==> src/rtl/gate_test_pkg.sv <==
// Shared types and defaults for the gate self-test sequencer family.
// Vector count helper keeps port widths and loop bounds consistent.
package gate_test_pkg;

    localparam int DEF_N_IN   = 2;
    localparam int DEF_SETTLE = 10;

    typedef enum logic [1:0] {
        ST_IDLE  = 2'd0,
        ST_APPLY = 2'd1,
        ST_CHECK = 2'd2,
        ST_DONE  = 2'd3
    } state_t;

    function automatic int num_vectors(input int n);
        return 1 << n;
    endfunction

endpackage

==> src/rtl/gate_settle_timer.sv <==
// Settle interval counter: counts up while enabled, loadable, with clear and
// a flag on the last cycle of the interval (cnt == SETTLE-1).
module gate_settle_timer #(
    parameter int SETTLE = 10,
    parameter int CW     = (SETTLE > 1) ? $clog2(SETTLE) : 1
) (
    input  logic          clk,
    input  logic          rst,
    input  logic          clear,
    input  logic          load,
    input  logic [CW-1:0] load_val,
    input  logic          en,
    output logic [CW-1:0] cnt,
    output logic          tc
);

    // NOTE: rst is synchronous, so it lives inside the clocked branch and the
    // sensitivity list carries only the clock edge.
    always_ff @(posedge clk) begin
        if (rst)
            cnt <= '0;
        else if (clear)
            cnt <= '0;
        else if (load)
            cnt <= load_val;
        else if (en)
            cnt <= cnt + 1'b1;
    end

    assign tc = (cnt == CW'(SETTLE - 1));

endmodule

==> src/rtl/gate_self_test_ctrl.sv <==
// Exhaustive self-test sequencer for a small combinational gate: steps every
// input vector, waits SETTLE cycles, compares against a latched truth table.
module gate_self_test_ctrl
    import gate_test_pkg::*;
#(
    parameter int N_IN   = DEF_N_IN,
    parameter int SETTLE = DEF_SETTLE,
    parameter int NV     = num_vectors(N_IN)
) (
    input  logic            clk,
    input  logic            rst,
    input  logic            start,
    input  logic [NV-1:0]   truth_table,
    output logic [N_IN-1:0] gut_in,
    input  logic            gut_out,
    output logic            busy,
    output logic            done,
    output logic            pass,
    output logic [N_IN:0]   err_count,
    output logic [N_IN-1:0] first_fail_vec,
    output logic            first_fail_valid
);

    localparam int CW = (SETTLE > 1) ? $clog2(SETTLE) : 1;

    state_t          state;
    state_t          state_nx;
    logic [NV-1:0]   latched_table;
    logic [CW-1:0]   settle_cnt;
    logic            settle_tc;
    logic            start_ok;
    logic            last_vec;
    logic            mismatch;

    assign start_ok = start && (state == ST_IDLE || state == ST_DONE);
    assign last_vec = (gut_in == N_IN'(NV - 1));
    assign mismatch = (gut_out != latched_table[gut_in]);

    // Restart the interval on every new run and as each APPLY phase ends,
    // so the counter reads 0 on entry to every APPLY.
    gate_settle_timer #(
        .SETTLE (SETTLE),
        .CW     (CW)
    ) u_timer (
        .clk      (clk),
        .rst      (rst),
        .clear    (start_ok || (state == ST_APPLY && settle_tc)),
        .load     (1'b0),
        .load_val ('0),
        .en       (state == ST_APPLY),
        .cnt      (settle_cnt),
        .tc       (settle_tc)
    );

    always_comb begin
        // NOTE: default first so every path assigns state_nx and no latch forms.
        state_nx = state;
        case (state)
            ST_IDLE:  if (start_ok) state_nx = ST_APPLY;
            ST_APPLY: if (settle_tc) state_nx = ST_CHECK;
            ST_CHECK: state_nx = last_vec ? ST_DONE : ST_APPLY;
            ST_DONE:  if (start_ok) state_nx = ST_APPLY;
            default:  state_nx = ST_IDLE;
        endcase
    end

    // done/pass follow the DONE state one cycle later and drop on the edge
    // that accepts a restart, so a new run never shows stale results.
    always_ff @(posedge clk) begin
        if (rst) begin
            state            <= ST_IDLE;
            gut_in           <= '0;
            busy             <= 1'b0;
            done             <= 1'b0;
            pass             <= 1'b0;
            err_count        <= '0;
            first_fail_vec   <= '0;
            first_fail_valid <= 1'b0;
            latched_table    <= '0;
        end else begin
            state <= state_nx;
            busy  <= (state_nx == ST_APPLY) || (state_nx == ST_CHECK);
            done  <= (state == ST_DONE) && !start;
            pass  <= (state == ST_DONE) && !start && (err_count == '0);

            if (start_ok) begin
                latched_table    <= truth_table;
                gut_in           <= '0;
                err_count        <= '0;
                first_fail_vec   <= '0;
                first_fail_valid <= 1'b0;
            end else if (state == ST_CHECK) begin
                if (mismatch) begin
                    err_count <= err_count + 1'b1;
                    if (!first_fail_valid) begin
                        first_fail_vec   <= gut_in;
                        first_fail_valid <= 1'b1;
                    end
                end
                if (!last_vec)
                    gut_in <= gut_in + 1'b1;
            end
        end
    end

endmodule
==> config.mk <==
export PLATFORM = sky130hd
export DESIGN_NAME = gate_self_test_ctrl
export DESIGN_NICKNAME = d
export VERILOG_FILES = /design/src/rtl/gate_test_pkg.sv /design/src/rtl/gate_settle_timer.sv /design/src/rtl/gate_self_test_ctrl.sv
export SDC_FILE = /design/constraint.sdc
export NUM_CORES = 1
export LEC_CHECK = 0
export BUFFER_PORTS_ARGS = -buffer_cell sky130_fd_sc_hd__buf_2
export CAP_MARGIN = 20
export CORE_ASPECT_RATIO = 1.75
export CORE_UTILIZATION = 33
export CTS_BUF_LIST = sky130_fd_sc_hd__clkbuf_4 sky130_fd_sc_hd__clkbuf_8
export DETAILED_ROUTE_END_ITERATION = 12
export SYNTH_ARGS = -nofsm -noshare
export SYNTH_HDL_FRONTEND = slang
export SYNTH_SLANG_ARGS = --single-unit
export TNS_END_PERCENT = 100
==> constraint.sdc <==
create_clock -name clk -period 3.38 [get_ports clk]
set_input_delay 0.338 -clock clk [delete_from_list [all_inputs] [get_ports clk]]
set_output_delay 0.338 -clock clk [all_outputs]
set_load 0.01 [all_outputs]
==> metrics.md, run 1 <==
| Metric | Value |
|---|---|
| Outcome | finished, violations left |
| Failing checks | DRC |
| Port bufs | 18 |
| Worst clock skew | 0.00167 ns |
| WP data required | 3.53 ns |
| Tcrit/Tclk final | 0.526 |
| Row cnt | 26 |
| Rel. slew slack | 0.729 |
| Min cycle time layout | 1.78 ns |
| Most common cell after layout, fill and taps aside | dfxtp_1 |
| Hold EP | latched_table[1] |
| TritonCTS clock tree | yes |
| Area taken by multi-input logic gates | 551 µm² |
| Worst hold start | truth_table[1] |
| Worst Hold Class | in2reg |
| Routed len/inst | 12.0 µm |
| Synthesized flop and latch total | 21 |
| # diodes | 0 |
| Reg-to-Reg End | err_count[2] |
| Hold slack | 0.329 ns |
| Routed WL | 1.84 mm |
| Setup violators final | 0 |
| Setup bufs post-CTS | 0 |
| Starting Density | 0.345 |
| Clock Latency Late Sink | 0.26 ns |
| R2R Setup Slk | 1.60 ns |
| Die W | 43.8 µm |
| Core box area | 2930 µm² |
| DRT iter0 DRCs | 17 |
| WS Path Type | reg2reg |
| Via count | 767 |
| GRT overflow | 0 |
| Setup ws final | 1.60 ns |
| Worst setup SP type | register |
| Leakage power | 0.502 nW |
| Vias in the first global route | 741 |
| Post-DRT Antenna Nets | 0 |
| RSZ-0062 raised after global routing | no |
| TritonCTS Buffers | 3 |
| Crit-path max FO | 9 |
| Pwr Density | 634 nW/µm² |
| Synth warn | 0 |
| First-pass detailed-route iteration total | 8 |
| Most frequent cells in the layout | dfxtp_1, buf_2, nor2_1, a21oi_1 |
| Mapped Cells | 109 |
| Worst vdd ir | 0.341 mV |
| Register area share after synthesis | 0.416 |
| Total power | 0.000738 W |
| Post-CTS sizing | 0 |
| Post-CTS Hold Buffers | 0 |
| Clock tree sinks | 21 |
| Sequential Area | 420 µm² |
| CTS H-tree depth | 1 |
| Die H | 75.2 µm |
| Fillers | 308 |
| Unique masters post-synth | 30 |
| Vias per inst | 4.98 |
| Net count, final | 144 |
| Avg Inst Size Synth | 9.27 µm² |
| DP HPWL | 1.45 mm |
| Synth Cell Area | 1010 µm² |
| Fin. Hold Viols | 0 |
| Endpoint type of the worst setup path | register |
| Pre-CTS WS | 1.59 ns |
| Largest net degree at the start of global routing | 14 |
| DRC | 3 |
| Layout cells sized above 1 | 0.206 |
| Mapped Nets | 126 |
| GRT Resource Usage Total | 0.127 |
| Buffer depth of the longest clock path | 2 |
| Area of the die | 3300 µm² |
| Initial antenna violation count | 0 |
| Worst Path Arrival | 1.93 ns |
| Max Slew Vio Count | 0 |
| Io pins | 19 |
| Hold path depth | 3 |
| Placer Congestion | 0.787 |
| Area delta synth->final | 15.1% |
| Global-route wire length before repair | 3.13 mm |
| Max_cap viols | 0 |
| Post-Route Setup TNS | 0 ns |
| Fmax | 0.563 GHz |
| Clock transition at path regs | 0.07 ns |
| Worst reg2reg path depth | 4 |
| Clock root buffer | clkbuf_8 |
| Worst Tran Pin Value | 0.406 ns |
| Worst R2R Start | gut_in[0] |
[final cells by class]
| type | instances | share of cell area |
|---|---|---|
| tap | 28 | 0.0301 |
| sequential | 21 | 0.361 |
| clock buffer | 4 | 0.0419 |
| timing repair buffer | 18 | 0.0774 |
| multi-input combinational | 78 | 0.473 |
| inverter | 5 | 0.0161 |
[synthesized netlist by cell type]
cell type,number,share of area
o21bai_1,1,0.0074
clkbuf_1,3,0.011
nand3b_1,1,0.0074
a31oi_1,1,0.0062
a21o_1,2,0.015
a21oi_1,10,0.050
mux4_2,1,0.022
nand2b_1,3,0.019
o21ai_0,2,0.0099
o2bb2ai_1,1,0.0087
nand3_1,8,0.040
nor2b_1,2,0.012
xor2_4,1,0.027
a211oi_1,1,0.0074
nor3b_1,1,0.0074
xor2_1,2,0.017
xnor2_1,4,0.035
inv_1,5,0.019
mux2i_1,1,0.0099
and3b_1,2,0.017
nand2_1,9,0.033
nand4_1,1,0.0062
nor2_1,11,0.041
nor3_1,1,0.0049
a21oi_2,1,0.0087
dfxtp_1,21,0.42
ha_1,9,0.11
buf_2,2,0.0099
a221o_1,1,0.0099
a41o_2,1,0.011
[per-stage QoR]
step	instance area (µm²)	std cells	util
3_3_place_gp	1110	150	0.381
6_report	1160	154	0.397
3_5_place_dp	1110	150	0.381
4_1_cts	1160	154	0.397
2_1_floorplan	1010	109	-
5_1_grt	1160	154	0.397
[worst max-delay path by stage]
stage	from	to	depth (start not counted)
5_1_grt	state[0]	err_count[2]	6
2_1_floorplan	state[0]	err_count[2]	8
3_5_place_dp	gut_in[0]	err_count[2]	4
4_1_cts	state[0]	err_count[2]	6
6_report	gut_in[0]	err_count[2]	4
3_3_place_gp	gut_in[0]	err_count[2]	4
[power breakdown]
group | switching, W | internal, W | leakage (nW)
logic | 0.000147 | 0.000110 | 0.305
registers | 0.0000292 | 0.000282 | 0.171
clock network | 0.0000780 | 0.0000919 | 0.0262
[critical path: stages, from the launching register on]
cell and delay [ns]:
dfxtp_1 0.44, mux4_2 0.61, xor2_4 0.27, a31oi_1 0.12, a41o_2 0.24
[sequential cells by signal, indices dropped and copies added (netlist names)]
name              count
latched_table         4
u_timer.cnt           4
err_count             3
first_fail_vec        2
gut_in                2
state                 2
busy                  1
done                  1
first_fail_valid      1
pass                  1
[cell families after synthesis]
| logic type | Yosys count | synth area share |
|---|---|---|
| and+or+nand+nor | 39 | 0.188 |
| adders and majority gates | 9 | 0.111 |
| DFF | 21 | 0.416 |
| muxes | 2 | 0.0322 |
| buffers and inverters | 10 | 0.0396 |
| xor gates and xnor gates | 7 | 0.0792 |
| AOI/OAI and AO/OA | 21 | 0.134 |
[routing by layer]
| metal | track usage | part of all wire | vias up | wire length, µm |
|---|---|---|---|---|
| met4 | 0.0833 | 0.028 | 0 | 51 |
| met2 | 0.219 | 0.53 | 13 | 980 |
| met3 | 0.0144 | 0.030 | 5 | 55 |
| li1 | - | - | 403 | - |
| met5 | 0 | 0 | - | 0 |
| met1 | 0.144 | 0.41 | 346 | 755 |
Power figures use the tool's default switching activity.
==> run 2: changes to the inputs <==
- clock period: 3.38 -> 1.85 ns (I/O delays scaled with it)
==> metrics.md, run 2 (same netlist as run 1, synthesis figures left out) <==
| Metric | Value |
|---|---|
| Outcome | finished, final reports clean |
| Placer Congestion | 0.821 (+4.3%) |
| CTS H-tree depth | 1 (unchanged) |
| Power share of the combinational group | 0.356 (+0.009) |
| TritonCTS clock tree | yes |
| Path length in cells of the critical path | 4 (unchanged) |
| GRT overflow | 0 (unchanged) |
| Core box area | 2930 µm² (unchanged) |
| Clock tree sinks | 21 (unchanged) |
| Slowest stage cell, crit path | mux4_2 |
| Layout cells sized above 1 | 0.220 (+0.0141) |
| Via count | 818 (+6.6%) |
| DRT iter0 DRCs | 21 (+4) |
| R2R Setup Slk | 0.09 ns (-1.51 ns) |
| Crit-path max FO | 9 (unchanged) |
| Buffer depth of the longest clock path | 2 (unchanged) |
| Leading registers by flop count | latched_table: 4 flops, u_timer.cnt: 4 flops, err_count: 3 flops |
| Crit-path cells | mux4_2, xor2_4, a31oi_1, a41o_2 |
| DRC | 0 (-3) |
| Max Slew Vio Count | 0 (unchanged) |
| Total power | 0.00137 W (+86%) |
| DP HPWL | 1.52 mm (+4.7%) |
| Die H | 75.2 µm (unchanged) |
| Crit-path leading delay family | multiplexers |
| WS Path Type | reg2reg |
| Clock Latency Late Sink | 0.25 ns (about the same) |
| Most frequent cells in the layout | dfxtp_1, buf_2, nor2_1, a21oi_1 |
| Area delta synth->final | 16.0% |
| Clk pwr share | 0.228 (-0.002) |
| Tcrit/Tclk final | 0.952 (+0.426) |
| Sw frac | 0.348 (+0.00442) |
| Setup violators final | 0 (unchanged) |
| Routed len/inst | 12.2 µm (+2.3%) |
| Sequential Area | 422 µm² (+0.30%) |
| Worst setup SP type | register |
| Hold path depth | 3 (unchanged) |
| Bufs and invs on worst path | 0 (unchanged) |
| Worst vdd ir | 0.792 mV (+130%) |
| Clock transition at path regs | 0.08 ns (about the same) |
| Leakage power | 0.507 nW (+1.1%) |
| Most common cell after layout, fill and taps aside | dfxtp_1 |
| Clock root buffer | clkbuf_8 |
| Net count, final | 145 (+0.69%) |
| Area taken by multi-input logic gates | 551 µm² (unchanged) |
| Pwr Density | 1170 nW/µm² (+84%) |
| Worst clock skew | 0.00275 ns (+0.00109 ns) |
| Fmax | 0.568 GHz (+0.90%) |
| Max_cap viols | 0 (unchanged) |
| Worst Hold Class | in2reg |
| Io pins | 19 (unchanged) |
| WP data required | 2.00 ns (-1.53 ns) |
| Port bufs | 18 (unchanged) |
| Starting Density | 0.345 (unchanged) |
| # diodes | 0 (unchanged) |
| Sequential group share of total power | 0.416 (-0.006) |
| Post-Route Setup TNS | 0 ns (unchanged) |
| Post-DRT Antenna Nets | 0 (unchanged) |
| Fin. Hold Viols | 0 (unchanged) |
| Vias in the first global route | 801 (+8.1%) |
| RSZ-0062 raised after global routing | no |
| Post-CTS Hold Buffers | 0 (unchanged) |
| Endpoint type of the worst setup path | register |
| Routed WL | 1.90 mm (+3.0%) |
| Worst reg2reg path depth | 4 (unchanged) |
| Rel. slew slack | 0.723 (-0.00630) |
| P_int | 0.000893 W (+84%) |
| Worst Tran Pin Value | 0.415 ns (+0.00946 ns) |
| Min cycle time layout | 1.76 ns (-0.0158 ns) |
| NetSw | 0.000477 W (+88%) |
| Initial antenna violation count | 0 (unchanged) |
| GRT Resource Usage Total | 0.127 (about the same) |
| Hold slack | 0.174 ns (-0.155 ns) |
| Vias per inst | 5.28 (+6.0%) |
| Worst Path Arrival | 1.91 ns (-0.02 ns) |
| Fillers | 313 (+1.6%) |
| Die W | 43.8 µm (unchanged) |
| Area of the die | 3300 µm² (unchanged) |
| Global-route wire length before repair | 3.19 mm (+2.0%) |
| Critical Path Max Stage Delay | 0.59 ns (-0.02 ns) |
| Row cnt | 26 (unchanged) |
| First-pass detailed-route iteration total | 10 (+2) |
| TritonCTS Buffers | 3 (unchanged) |
| Largest net degree at the start of global routing | 14 (unchanged) |
[run 2: cell types whose count changed in the layout (fill, tap and decap cells not counted)]
cell,before,now
buf_4,0,1
dfxtp_1,21,20
dfxtp_2,0,1
[run 2: power groups by stage]
stage	Combinational, W	Clock [W]	Sequential (W)
after floorplan	0.000375	0	0.000577
after global placement	0.000472	0	0.000577
after CTS	0.000493	0.000321	0.000570
after global routing	0.000557	0.000337	0.000579
after detailed placement	0.000488	0	0.000581
final	0.000488	0.000313	0.000569
[run 2: path summary, 6_finish.rpt]
kind	start	to
setup / recovery	gut_in[0]	err_count[2]
hold / removal	truth_table[1]	latched_table[1]
setup reg to reg	gut_in[0]	err_count[2]
hold reg to reg	latched_table[2]	latched_table[2]
[run 2: repair_timing]
action | CTS | global route
endpoints found under the hold margin | 0 | 0
setup buffers | 0 | 0
gates resized for setup | 0 | 1
endpoints found under the setup margin | 0 | 1
[run 2: through the flow]
| stage | cell area, µm² | util | worst slack (ns) | cells |
|---|---|---|---|---|
| 2_1_floorplan | 1010 | - | 0.0602 | 109 |
| 3_3_place_gp | 1120 | 0.383 | 0.121 | 151 |
| 3_5_place_dp | 1120 | 0.383 | 0.0605 | 151 |
| 4_1_cts | 1170 | 0.400 | 0.0481 | 155 |
| 5_1_grt | 1170 | 0.400 | 0.00548 | 155 |
| 6_report | 1170 | 0.400 | 0.0883 | 155 |
[run 2: metal layers]
metal | part of all wire | vias up | GRT usage | wire (µm)
li1 | - | 406 | - | -
met1 | 0.40 | 384 | 0.134 | 765
met2 | 0.54 | 19 | 0.229 | 1030
met3 | 0.019 | 9 | 0.0144 | 36
met4 | 0.035 | 0 | 0.0868 | 67
met5 | 0 | - | 0 | 0
[run 2: cell type report]
class / count / area share
Clock buffer: 4 / 0.0416
Inverter: 5 / 0.0160
Multi-Input combinational cell: 78 / 0.470
Sequential cell: 21 / 0.360
Tap cell: 28 / 0.0299
Timing Repair Buffer: 19 / 0.0832
[run 2: tightest hold or removal path, stage by stage]
cell     delay, ns
buf_2         0.09
nand3_1       0.05
a21oi_1       0.05
==> run 3: changes to the inputs <==
- CORE_ASPECT_RATIO: 1.75 -> 1.5
- clock period: 1.85 -> 1.8 ns (I/O delays scaled with it)
==> metrics.md, run 3 (same netlist as run 1, synthesis figures left out) <==
| Metric | Value |
|---|---|
| Outcome | finished, final reports clean |
| Net count, final | 146 (+0.69%) |
| Critical Path Start | gut_in[0] |
| Worst vdd ir | 0.491 mV (-38%) |
| Placer Congestion | 0.799 (-2.7%) |
| Rel. slew slack | 0.734 (+0.0108) |
| Leakage power | 0.511 nW (+0.75%) |
| Clock root buffer | clkbuf_8 |
| DRC | 0 (unchanged) |
| Crit-path cells | mux4_2, xor2_4, a31oi_1, a41o_2 |
| Worst clock skew | 0.00587 ns (+0.00312 ns) |
| Max Slew Vio Count | 0 (unchanged) |
| Clock transition at path regs | 0.08 ns (about the same) |
| Post-DRT Antenna Nets | 0 (unchanged) |
| DRT iter0 DRCs | 15 (-29%) |
| Core box area | 2910 µm² (-0.51%) |
| Initial antenna violation count | 0 (unchanged) |
| Clock Latency Late Sink | 0.25 ns (about the same) |
| Routed WL | 1.84 mm (-3.1%) |
| TritonCTS Buffers | 3 (unchanged) |
| Worst hold start | truth_table[2] |
| Buffer depth of the longest clock path | 2 (unchanged) |
| Die H | 69.8 µm (-7.2%) |
| Critical Path Max Stage Delay | 0.58 ns (about the same) |
| Max_cap viols | 0 (unchanged) |
| Crit-path max FO | 9 (unchanged) |
| Area of the die | 3290 µm² (-0.13%) |
| Endpoint type of the worst setup path | register |
| RSZ-0062 raised after global routing | no |
| TritonCTS clock tree | yes |
| Slowest stage cell, crit path | mux4_2 |
| Via count | 794 (-2.9%) |
| Total power | 0.00138 W (+0.80%) |
| # diodes | 0 (unchanged) |
| GRT Resource Usage Total | 0.122 (-0.00500) |
| CTS H-tree depth | 1 (unchanged) |
| Leading registers by flop count | latched_table: 4 flops, u_timer.cnt: 4 flops, err_count: 3 flops |
| Fin. Hold Viols | 0 (unchanged) |
| Post-CTS Hold Buffers | 0 (unchanged) |
| Tcrit/Tclk final | 0.935 (-0.0172) |
| Pwr Density | 1160 nW/µm² (-0.68%) |
| WP data required | 1.95 ns (-0.05 ns) |
| Area delta synth->final | 17.7% |
| Post-Route Setup TNS | 0 ns (unchanged) |
| Starting Density | 0.347 (+0.00178) |
| DP HPWL | 1.44 mm (-4.8%) |
| R2R Setup Slk | 0.12 ns (+0.03 ns) |
| Worst Path Arrival | 1.84 ns (-0.07 ns) |
| Min cycle time layout | 1.68 ns (-0.0786 ns) |
| Io pins | 19 (unchanged) |
| Worst Tran Pin Value | 0.399 ns (-0.0161 ns) |
| Row cnt | 24 (-7.7%) |
| Vias in the first global route | 758 (-5.4%) |
| Port bufs | 18 (unchanged) |
| Most common cell after layout, fill and taps aside | dfxtp_1 |
| Fin util | 0.409 (+0.00808) |
| Setup violators final | 0 (unchanged) |
| First-pass detailed-route iteration total | 4 (-6) |
| Routed len/inst | 11.0 µm (-10%) |
| Layout cells sized above 1 | 0.219 (-0.00172) |
| Post-CTS sizing | 0 (unchanged) |
| Largest net degree at the start of global routing | 14 (unchanged) |
| Worst Hold Class | in2reg |
| Fmax | 0.594 GHz (+4.7%) |
| WS Path Type | reg2reg |
| Worst R2R Start | gut_in[0] |
| Most frequent cells in the layout | dfxtp_1, buf_2, nor2_1, a21oi_1 |
| Setup bufs post-CTS | 0 (unchanged) |
| Die W | 47.2 µm (+7.6%) |
| Vias per inst | 4.75 (-9.9%) |
| GRT overflow | 0 (unchanged) |
| Worst setup SP type | register |
| Global-route wire length before repair | 3.02 mm (-5.4%) |
| Clock tree sinks | 21 (unchanged) |
==> run 3: changes by cell type in the layout (fill, tap and decap cells not counted) <==
cell / change
clkbuf_4: -1
buf_4: +1
dfxtp_2: -1
clkinv_2: +1
dfxtp_1: +1
==> run 3: cell type report <==
class                      instances  area, µm²
sequential                        21        420
fill                             324       1720
timing repair buffer              20        105
multi-input combinational         78        551
inverter                           5       18.8
clock inverter                     1       5.00
tap                               39       48.8
clock buffer                       3       41.3
==> run 3: path summary, 6_finish.rpt <==
check | to | depth (start not counted)
min | latched_table[2] | 3
max reg2reg | err_count[2] | 4
max | err_count[2] | 4
min reg2reg | latched_table[2] | 2
==> run 3: report_power, final <==
part / internal [W] / total (W) / switching (W)
clock network: 0.000154 / 0.000297 / 0.000144
registers: 0.000530 / 0.000581 / 0.0000506
logic: 0.000216 / 0.000503 / 0.000287
total: 0.000900 / 0.00138 / 0.000481
==> run 3: worst max-delay path: cells and delay by family (launching register included) <==
kind | cells | cell delay [ns]
mux | 1 | 0.58
flops | 1 | 0.36
compound gates | 2 | 0.36
xor+xnor | 1 | 0.28
==> run 3: per-layer routing <==
| layer | vias up | global-route usage | share of wire |
|---|---|---|---|
| met4 | 0 | 0.0381 | 0.0065 |
| met3 | 2 | 0.0234 | 0.023 |
| met5 | - | 0 | 0 |
| met1 | 375 | 0.132 | 0.44 |
| met2 | 12 | 0.221 | 0.53 |
| li1 | 405 | - | - |
==> run 3: stage by stage <==
step	setup WS [ns]	hold WS (ns)	cells	area, µm²
final	0.117	0.173	167	1190
after global routing	0.0417	0.166	167	1190
after CTS	0.115	0.171	167	1190
after detailed placement	0.141	0.443	163	1140
after global placement	0.169	0.439	163	1140
after floorplan	0.0102	0.327	109	1010
